File: src/rtl/mux8_rr_arbiter_pkg.sv
// Shared constants, state encoding and helpers for the 8-way round-robin mux arbiter.
package mux8_arb_pkg;
  localparam int NREQ   = 8;
  localparam int SEL_W  = 3;
  localparam int DATA_W = 3;

  typedef enum logic {EMPTY = 1'b0, FULL = 1'b1} arb_state_t;

  function automatic logic [NREQ-1:0] onehot8(input logic [SEL_W-1:0] s);
    return NREQ'(1) << s;
  endfunction
endpackage

File: src/rtl/mux8_rr_arbiter_if.sv
// Requester-side and consumer-side signals of the arbiter, bundled as one bus.
interface mux8_rr_arbiter_if;
  import mux8_arb_pkg::*;
  logic [NREQ-1:0]             req;
  logic [NREQ-1:0][DATA_W-1:0] din;
  logic [NREQ-1:0]             gnt;
  logic [SEL_W-1:0]            sel;
  logic [DATA_W-1:0]           y;
  logic                        y_valid;
  logic                        y_ready;

  modport slave  (input  req, din, y_ready, output gnt, sel, y, y_valid);
  modport master (output req, din, y_ready, input  gnt, sel, y, y_valid);
endinterface

File: src/rtl/mux8_rr_arbiter_mux8.sv
// The shared 8:1 word mux; purely combinational.
module mux8
  import mux8_arb_pkg::*;
#(
  parameter int W = DATA_W
) (
  input  logic [NREQ-1:0][W-1:0] d,
  input  logic [SEL_W-1:0]       s,
  output logic [W-1:0]           y
);
  assign y = d[s];
endmodule

File: src/rtl/mux8_rr_arbiter_rr_pick8.sv
// Round-robin pick: rotate eligible so ptr sits at bit 0, take the lowest set bit, rotate back.
module rr_pick8
  import mux8_arb_pkg::*;
(
  input  logic [NREQ-1:0]  eligible,
  input  logic [SEL_W-1:0] ptr,
  output logic [SEL_W-1:0] winner,
  output logic             any
);
  logic [NREQ-1:0]  rot;
  logic [SEL_W-1:0] idx;

  always_comb begin
    rot = NREQ'({eligible, eligible} >> ptr);
    idx = '0;
    for (int i = NREQ-1; i >= 0; i--)
      if (rot[i]) idx = SEL_W'(i);
    winner = idx + ptr;
    any    = |eligible;
  end
endmodule

File: src/rtl/mux8_rr_arbiter.sv
// Round-robin arbiter sharing one 8:1 mux; the winning word is registered behind a valid/ready output.
module mux8_rr_arbiter
  import mux8_arb_pkg::*;
#(
  parameter int RR_RESET_PTR = 0,
  parameter int DATA_W       = 3
) (
  input  logic              clk,
  input  logic              rst_n,
  mux8_rr_arbiter_if.slave  bus
);
  arb_state_t        state;
  logic [SEL_W-1:0]  ptr, sel_q, winner;
  logic [DATA_W-1:0] y_q, mux_y;
  logic [NREQ-1:0]   gnt_q, eligible;
  logic              any, load;

  // Last cycle's grantee is masked so a still-high req is not taken twice.
  assign eligible = bus.req & ~gnt_q;
  assign load     = ((state == EMPTY) || bus.y_ready) && any;

  rr_pick8 u_pick (
    .eligible (eligible),
    .ptr      (ptr),
    .winner   (winner),
    .any      (any)
  );

  mux8 #(.W(DATA_W)) u_mux (
    .d (bus.din),
    .s (winner),
    .y (mux_y)
  );

  always_ff @(posedge clk or negedge rst_n) begin
    if (!rst_n) begin
      state <= EMPTY;
      ptr   <= SEL_W'(RR_RESET_PTR);
      sel_q <= '0;
      y_q   <= '0;
      gnt_q <= '0;
    end else begin
      gnt_q <= '0;
      if (load) begin
        state <= FULL;
        sel_q <= winner;
        y_q   <= mux_y;
        gnt_q <= onehot8(winner);
        ptr   <= winner + SEL_W'(1);
      end else if (state == FULL && bus.y_ready) begin
        state <= EMPTY;
      end
    end
  end

  assign bus.y_valid = (state == FULL);
  assign bus.y       = y_q;
  assign bus.sel     = sel_q;
  assign bus.gnt     = gnt_q;
endmodule

File: src/flat_wrapper.sv
// flat-port wrapper written by rule: the top's interface ports become plain ports
module mux8_rr_arbiter_flat import mux8_arb_pkg::*;
#(
  parameter int RR_RESET_PTR = 0,
  parameter int DATA_W       = 3
)
  (clk, rst_n, bus_req, bus_din, bus_y_ready, bus_gnt, bus_sel, bus_y, bus_y_valid);
  mux8_rr_arbiter_if bus_i ();
  input  logic clk;
  input  logic rst_n;
  input wire logic [$bits(bus_i.req)-1:0] bus_req;
  input wire logic [$bits(bus_i.din)-1:0] bus_din;
  input wire logic [$bits(bus_i.y_ready)-1:0] bus_y_ready;
  output wire logic [$bits(bus_i.gnt)-1:0] bus_gnt;
  output wire logic [$bits(bus_i.sel)-1:0] bus_sel;
  output wire logic [$bits(bus_i.y)-1:0] bus_y;
  output wire logic [$bits(bus_i.y_valid)-1:0] bus_y_valid;
  assign bus_i.req = bus_req;
  assign bus_i.din = bus_din;
  assign bus_i.y_ready = bus_y_ready;
  assign bus_gnt = bus_i.gnt;
  assign bus_sel = bus_i.sel;
  assign bus_y = bus_i.y;
  assign bus_y_valid = bus_i.y_valid;
  mux8_rr_arbiter #(.RR_RESET_PTR(RR_RESET_PTR), .DATA_W(DATA_W)) u_core (.clk(clk), .rst_n(rst_n), .bus(bus_i));
endmodule
File: config.mk
export PLATFORM = sky130hd
export DESIGN_NAME = mux8_rr_arbiter_flat
export DESIGN_NICKNAME = d
export VERILOG_FILES = /design/src/rtl/mux8_rr_arbiter_pkg.sv /design/src/rtl/mux8_rr_arbiter_if.sv /design/src/rtl/mux8_rr_arbiter_mux8.sv /design/src/rtl/mux8_rr_arbiter_rr_pick8.sv /design/src/rtl/mux8_rr_arbiter.sv /design/src/flat_wrapper.sv
export SDC_FILE = /design/constraint.sdc
export NUM_CORES = 1
export LEC_CHECK = 0
export CAP_MARGIN = 20
export CORE_MARGIN = 2
export CORE_UTILIZATION = 30
export CTS_BUF_LIST = sky130_fd_sc_hd__clkbuf_8
export CTS_CLUSTER_DIAMETER = 200
export DETAILED_ROUTE_END_ITERATION = 7
export GPL_ROUTABILITY_DRIVEN = 0
export SLEW_MARGIN = 15
export SYNTH_ARGS = -nofsm -noshare
export SYNTH_HDL_FRONTEND = slang
export SYNTH_SLANG_ARGS = --single-unit
File: constraint.sdc
create_clock -name clk -period 5.75 [get_ports clk]
set_input_delay 0.575 -clock clk [delete_from_list [all_inputs] [get_ports clk]]
set_output_delay 0.575 -clock clk [all_outputs]
set_load 0.02 [all_outputs]
==> impl_metrics.csv, run 1 <==
group,metric,value,unit
synth,avgSynthCellArea,10.1,um2
setup_path,cp_slowest_cell,"dfrtp_1",
final_layout,drive_gt1_frac,0.149,
cts,cts_buffers,3,
cts,post_cts_resized,0,
timing,skew,1.67,ps
cts,htreeDepth,1,
synth,syn-num-nets,187,
die,dieWidth,74.8,um
setup_path,arrival,4010,ps
timing,rsz0062_at_grt,"no",
final_layout,syn2layout_area_growth,39.5,%
timing,finalSetupTns,0,ps
timing,clock.fmax,0.255,GHz
power,leakage,0.802,nW
final_layout,diodes,0,
setup_path,cp-end-kind,"flop",
power,intPower,0.000733,W
global_route,grt_start_max_net_pins,23,
setup_path,r2r.worst_path.cells,11,
final_layout,final_common_cell,"clkdlybuf4s50_1",
cts,cts_tree,"done",
setup_path,cpMostUsedCell,"a21oi_1",
timing,worst_slew_pin_slew,812,ps
cts,clockBufferDepth,2,
route,drtIter0Drc,117,
setup_path,crit_start,"u_core.ptr[0]",
cts,clkTransAtPathRegs,70,ps
final_layout,mostFrequentLayoutCells,"clkdlybuf4s50_1 (49), dfrtp_1 (18), nand2_1 (14)",
synth,synth_cells,149,
setup_path,required,5850,ps
synth,synth_seq_cells,18,
setup_path,path_class,"flop to flop",
power,p_sw_frac,0.470,
synth,synth_warnings,0,
die,rows,25,
timing,holdWs,493,ps
timing,finalCritPeriodShare,0.681,
setup_path,r2r-end,"u_core.bus.y[1]",
cts,postCtsSetupBuffers,0,
die,die_area,0.00559,mm2
power,clkPwrFrac,0.076,
setup_path,path_buf_inv,0,
final_layout,nets,233,
global_route,grt_pass1_vias,1264,
setup_path,crit_cells,11,
cts,clkLatencyLatePin,260,ps
hold_path,hp-class,"flop to flop",
final_layout,final_area,0.00210,mm2
place,dp_cells,257,
timing,finalSetupViolations,0,
global_route,grt_use_total,0.142,
power,powerDensity,660,mW/mm2
hold_path,min_delay_path_depth,2,
global_route,overflow,0,
setup_path,path_delay_family,"simple AND/OR/NAND/NOR gates",
place,port_buffers,49,
route,finalWirelength,3750,um
route,drcViolationCount,0,
route,wl_per_cell,14.4,um
power,comb_power_share,0.745,
setup_path,regToRegStartpoint,"u_core.ptr[0]",
final_layout,finalNonFillerCells,261,
global_route,antenna_found_initial,0,
timing,finalCriticalPeriod,3910,ps
final_layout,multi_input_area,991,um2
die,ios,50,
synth,synth_cell_types,44,
timing,slew_headroom,0.457,
cts,cts_root_buf,"clkbuf_8",
synth,synthesis.area,0.00150,mm2
route,vias,1328,
setup_path,worst_setup_path_start_kind,"flop",
timing,slew_viol_final,0,
setup_path,worstPathCellList,"and4bb_2 > or4_4 > nand2_1 > a21oi_1 > a21oi_1 > o221a_2 > o22ai_1 > ha_1 > mux4_2 > nand3_1 > a31oi_1",
hold_path,min_from,"u_core.bus.sel[0]",
route,ant_nets,0,
place,dpl_cell_area,0.00204,mm2
die,core_area,0.00479,mm2
setup_path,endpoint,"u_core.bus.y[1]",
setup_path,path_max_fanout,21,
die,die_y,74.8,um
global_route,grt_pass1_wl,5970,um
setup_path,slowest_delay,800,ps
setup_path,regToRegSetupSlack,1840,ps
power,seqPwrFrac,0.179,
cts,cts_sinks,18,
synth,synth.yosys.seq_area_share,0.300,
power,p_sw,0.000651,W
timing,hold_viol,0,
run,max_cap_violations,0,
route,drt_pass1_iterations,4,
cts,cts_hold_buf,0,
place,hpwl,2980,um
power,ir_drop,0.334,mV
route,via_per_inst,5.09,
die,initial_utilization,0.314,
final_layout,seqCellArea,450,um2
status,status,"completed",
final_layout,fill_cells,463,
-- registers in the layout, indices dropped and copies added (netlist names) --
name                flops
u_core.bus.y_valid      1
u_core.bus.gnt          8
u_core.bus.y            3
u_core.ptr              3
u_core.bus.sel          3
-- cells by family (layout without fill, tap and decap cells) --
kind of cell / after synthesis / count (layout) / share of synthesized area
AO/OA/AOI/OAI: 26 / 26 / 0.117
XOR/XNOR: 3 / 3 / 0.0175
adder cells (fa/ha/maj): 3 / 3 / 0.0300
buffers and inverters: 13 / 58 / 0.0408
flip-flops: 18 / 18 / 0.300
multiplexers: 15 / 15 / 0.201
AND/OR/NAND/NOR: 71 / 71 / 0.294
-- tightest hold or removal path: cells and delay by family, from the launching register on --
kind | cells | cell delay [ps]
AND/OR/NAND/NOR | 2 | 110
flip-flops | 1 | 350
-- through the flow --
step	setup WS (ps)	total power [W]	utilization
4_1_cts	1810	0.00140	0.438
6_report	1840	0.00138	0.438
5_1_grt	1540	0.00151	0.438
3_5_place_dp	1640	0.00128	0.426
3_3_place_gp	1650	0.00128	0.426
2_1_floorplan	2270	0.00106	-
-- worst min path at each step --
| stage | end | slack, ps |
|---|---|---|
| after detailed placement | u_core.bus.sel[1] | 470 |
| after floorplan | u_core.bus.gnt[0] | 280 |
| after global routing | u_core.bus.sel[1] | 530 |
| after CTS | u_core.bus.sel[0] | 500 |
| after global placement | u_core.bus.sel[0] | 470 |
| final | u_core.bus.sel[0] | 490 |
-- power by group through the flow --
stage | registers [W] | clock network [W] | logic (W)
floorplan | 0.000231 | 0 | 0.000828
global placement | 0.000252 | 0 | 0.00103
detailed placement | 0.000252 | 0 | 0.00103
CTS | 0.000249 | 0.000108 | 0.00104
global route | 0.000259 | 0.000113 | 0.00113
finish | 0.000248 | 0.000105 | 0.00103
-- cells in the mapped netlist, drive strengths merged --
master | number | share of area
nand3b | 2 | 0.010
mux4 | 12 | 0.18
xor2 | 2 | 0.012
nor2b | 6 | 0.025
and3 | 2 | 0.0083
o221a | 1 | 0.0075
fa | 1 | 0.013
o21a | 2 | 0.010
ha | 2 | 0.017
nor4bb | 3 | 0.020
o22ai | 1 | 0.0042
a31oi | 3 | 0.012
a21oi | 4 | 0.021
mux2i | 2 | 0.013
nand2 | 14 | 0.035
o211ai | 2 | 0.010
a32o | 1 | 0.0075
nor4 | 3 | 0.021
dfrtp | 18 | 0.30
nand2b | 9 | 0.037
and2 | 3 | 0.012
mux2 | 1 | 0.0075
and4b | 2 | 0.013
o21ai | 10 | 0.033
and4bb | 1 | 0.0083
xnor2 | 1 | 0.0058
buf | 3 | 0.014
or4 | 1 | 0.0075
or4b | 1 | 0.0092
nand4 | 3 | 0.012
a32oi | 2 | 0.012
nand3 | 5 | 0.017
nor4b | 2 | 0.012
nor2 | 11 | 0.032
clkbuf | 6 | 0.015
nor3 | 3 | 0.013
inv | 4 | 0.012
-- routing by layer --
metal / share of wire / track usage
met1: 0.48 / 0.212
met2: 0.47 / 0.218
met3: 0.047 / 0.0201
met4: 0.0099 / 0.0357
met5: 0 / 0
-- layout make-up --
class                      instances  area share
multi-input combinational        118       0.473
sequential                        18       0.215
timing repair buffer              50       0.238
inverter                           4     0.00836
clock buffer                       4      0.0263
tap                               67      0.0400
Note: power is estimated with default switching activity, not from simulation.
==> inputs of run 2 (changes only) <==
==> constraint.sdc (replaced) <==
create_clock -name clk -period 4 [get_ports clk]
set_input_delay 0.4 -clock clk [delete_from_list [all_inputs] [get_ports clk]]
set_output_delay 0.4 -clock clk [all_outputs]
set_load 0.02 [all_outputs]
==> run 2 against run 1 <==
Net effect: clock skew up 5.1 ps; first-iteration DRC count down 19%; combinational power up 55%; utilization up 0.78 points; hold slack worse by 3.5 ps; cell count up 1.9%; count of clock-buffer cells in the layout unchanged; global-route usage up 0.35 points; non-clock buffer count up 5; power up 49%; design area up 1.8%; critical endpoint is now u_core.ptr[2]; largest power group unchanged; highest routed layer unchanged.
==> impl_metrics.csv, run 2 (synthesis results as in run 1) <==
group,metric,value,unit
route,vias,1370,
cts,post_cts_resized,0,
timing,finalSetupViolations,0,
route,drcViolationCount,0,
final_layout,multi_input_area,991,um2
die,ios,50,
final_layout,drive_gt1_frac,0.171,
cts,cts_hold_buf,0,
hold_path,min_from,"u_core.bus.sel[0]",
timing,finalSetupTns,0,ps
route,via_per_inst,5.15,
power,ir_drop,0.486,mV
die,core_area,0.00479,mm2
die,rows,25,
route,dr_wl_met2,1940,um
setup_path,slowest_delay,560,ps
power,intPower,0.00111,W
timing,hold_viol,0,
route,top_layer_used,"met4",
cts,cts_tree,"done",
route,met1_length,1750,um
power,powerDensity,967,mW/mm2
place,pre_cts_slack,204,ps
final_layout,mostFrequentLayoutCells,"clkdlybuf4s50_1 (49), dfrtp_1 (18), nand2_1 (14)",
route,finalWirelength,3920,um
timing,rsz0062_at_grt,"no",
power,comb_power_share,0.774,
global_route,grt_pass1_vias,1327,
final_layout,diodes,0,
setup_path,path_max_fanout,14,
run,max_cap_violations,0,
route,drtIter0Drc,95,
route,wl_per_cell,14.7,um
timing,finalCriticalPeriod,3650,ps
place,dpl_cell_area,0.00208,mm2
timing,slew_viol_final,0,
cts,clkTransAtPathRegs,70,ps
die,die_area,0.00559,mm2
place,dp_cells,262,
cts,clkLatencyLatePin,250,ps
setup_path,arrival,3790,ps
power,p_sw,0.000953,W
setup_path,path_class,"flop to flop",
setup_path,cpMostUsedCell,"nand2_1",
die,die_y,74.8,um
timing,worst_slew_pin_slew,813,ps
power,leakage,0.827,nW
cts,clockBufferDepth,2,
route,ant_nets,0,
final_layout,largest_reg_flops,8,
setup_path,path_delay_family,"simple AND/OR/NAND/NOR gates",
power,seqPwrFrac,0.156,
final_layout,fin_util,0.446,
place,port_buffers,49,
timing,skew,6.79,ps
timing,finalCritPeriodShare,0.912,
setup_path,crit_start,"u_core.ptr[2]",
setup_path,path_buf_inv,2,
final_layout,final_common_cell,"clkdlybuf4s50_1",
final_layout,final_area,0.00213,mm2
setup_path,worstPathCellList,"and4bb_2 > or4_4 > nand2_1 > a21oi_1 > a21oi_1 > o221a_2 > o22ai_1 > ha_1 > inv_1 > fa_1 > xor2_1 > a21oi_4 > nor2_4 > inv_4 > ha_1 > nand2_1 > nand2_1",
cts,cts_sinks,18,
cts,postCtsSetupBuffers,0,
global_route,grt_pass1_wl,6240,um
setup_path,worst_setup_path_start_kind,"flop",
global_route,grt_start_max_net_pins,19,
timing,setup_ws,352,ps
cts,cts_buffers,3,
timing,clock.fmax,0.274,GHz
setup_path,cp_slowest_cell,"dfrtp_1",
setup_path,regToRegStartpoint,"u_core.ptr[2]",
hold_path,hp-class,"flop to flop",
global_route,overflow,0,
place,hpwl,3150,um
final_layout,syn2layout_area_growth,42.0,%
global_route,antenna_found_initial,0,
power,clkPwrFrac,0.070,
global_route,grt_use_total,0.145,
cts,cts_root_buf,"clkbuf_8",
route,drt_pass1_iterations,5,
die,initial_utilization,0.314,
timing,slew_headroom,0.457,
cts,htreeDepth,1,
final_layout,seqCellArea,450,um2
die,dieWidth,74.8,um
final_layout,nets,238,
setup_path,required,4140,ps
final_layout,finalNonFillerCells,266,
status,status,"completed",
setup_path,cp-end-kind,"flop",
route,wl_met3,218,um
final_layout,fill_cells,455,
power,p_sw_frac,0.462,
==> run 2: changes by cell type in the layout (fill, tap and decap cells not counted), sizes merged <==
cell / change
buf: +5
==> run 2: routing by layer <==
layer,vias up,GRT usage
met2,46,0.236
met4,0,0.0258
met1,654,0.214
li1,666,-
met3,4,0.0147
met5,-,0
==> run 2: final cells by class <==
class	count	area share
Multi-Input combinational cell	118	0.465
Timing Repair Buffer	55	0.251
Sequential cell	18	0.211
Tap cell	67	0.0393
Clock buffer	4	0.0258
Inverter	4	0.00821
==> run 2: stage by stage <==
step	power [W]	hold slack [ps]
after global routing	0.00224	538
final	0.00206	489
after detailed placement	0.00191	469
after CTS	0.00207	493
after global placement	0.00191	478
after floorplan	0.00152	104
==> run 2: final timing paths <==
check	endpoint	slack, ps	cells after the start
setup reg to reg	u_core.ptr[2]	350	17
min in group asynchronous	u_core.bus.sel[0]	620	1
max in group asynchronous	u_core.bus.gnt[3]	2870	1
hold reg to reg	u_core.bus.sel[0]	490	2
setup / recovery	u_core.ptr[2]	350	17
hold / removal	u_core.bus.sel[0]	490	2
==> run 2: power by group through the flow <==
| stage | clock, W | sequential (W) | combinational, W |
|---|---|---|---|
| CTS | 0.000149 | 0.000321 | 0.00160 |
| detailed placement | 0 | 0.000324 | 0.00159 |
| global placement | 0 | 0.000325 | 0.00159 |
| global route | 0.000159 | 0.000333 | 0.00175 |
| finish | 0.000145 | 0.000322 | 0.00160 |
| floorplan | 0 | 0.000332 | 0.00119 |
==> run 2: worst reg2reg max path, cell delays in order (launching register included) <==
cell and delay [ps]:
dfrtp_1 560, and4bb_2 330, or4_4 550, nand2_1 120, a21oi_1 70, a21oi_1 120, o221a_2 200, o22ai_1 70
ha_1 190, inv_1 70, fa_1 230, xor2_1 290, a21oi_4 80, nor2_4 200, inv_4 70, ha_1 280
nand2_1 60, nand2_1 50
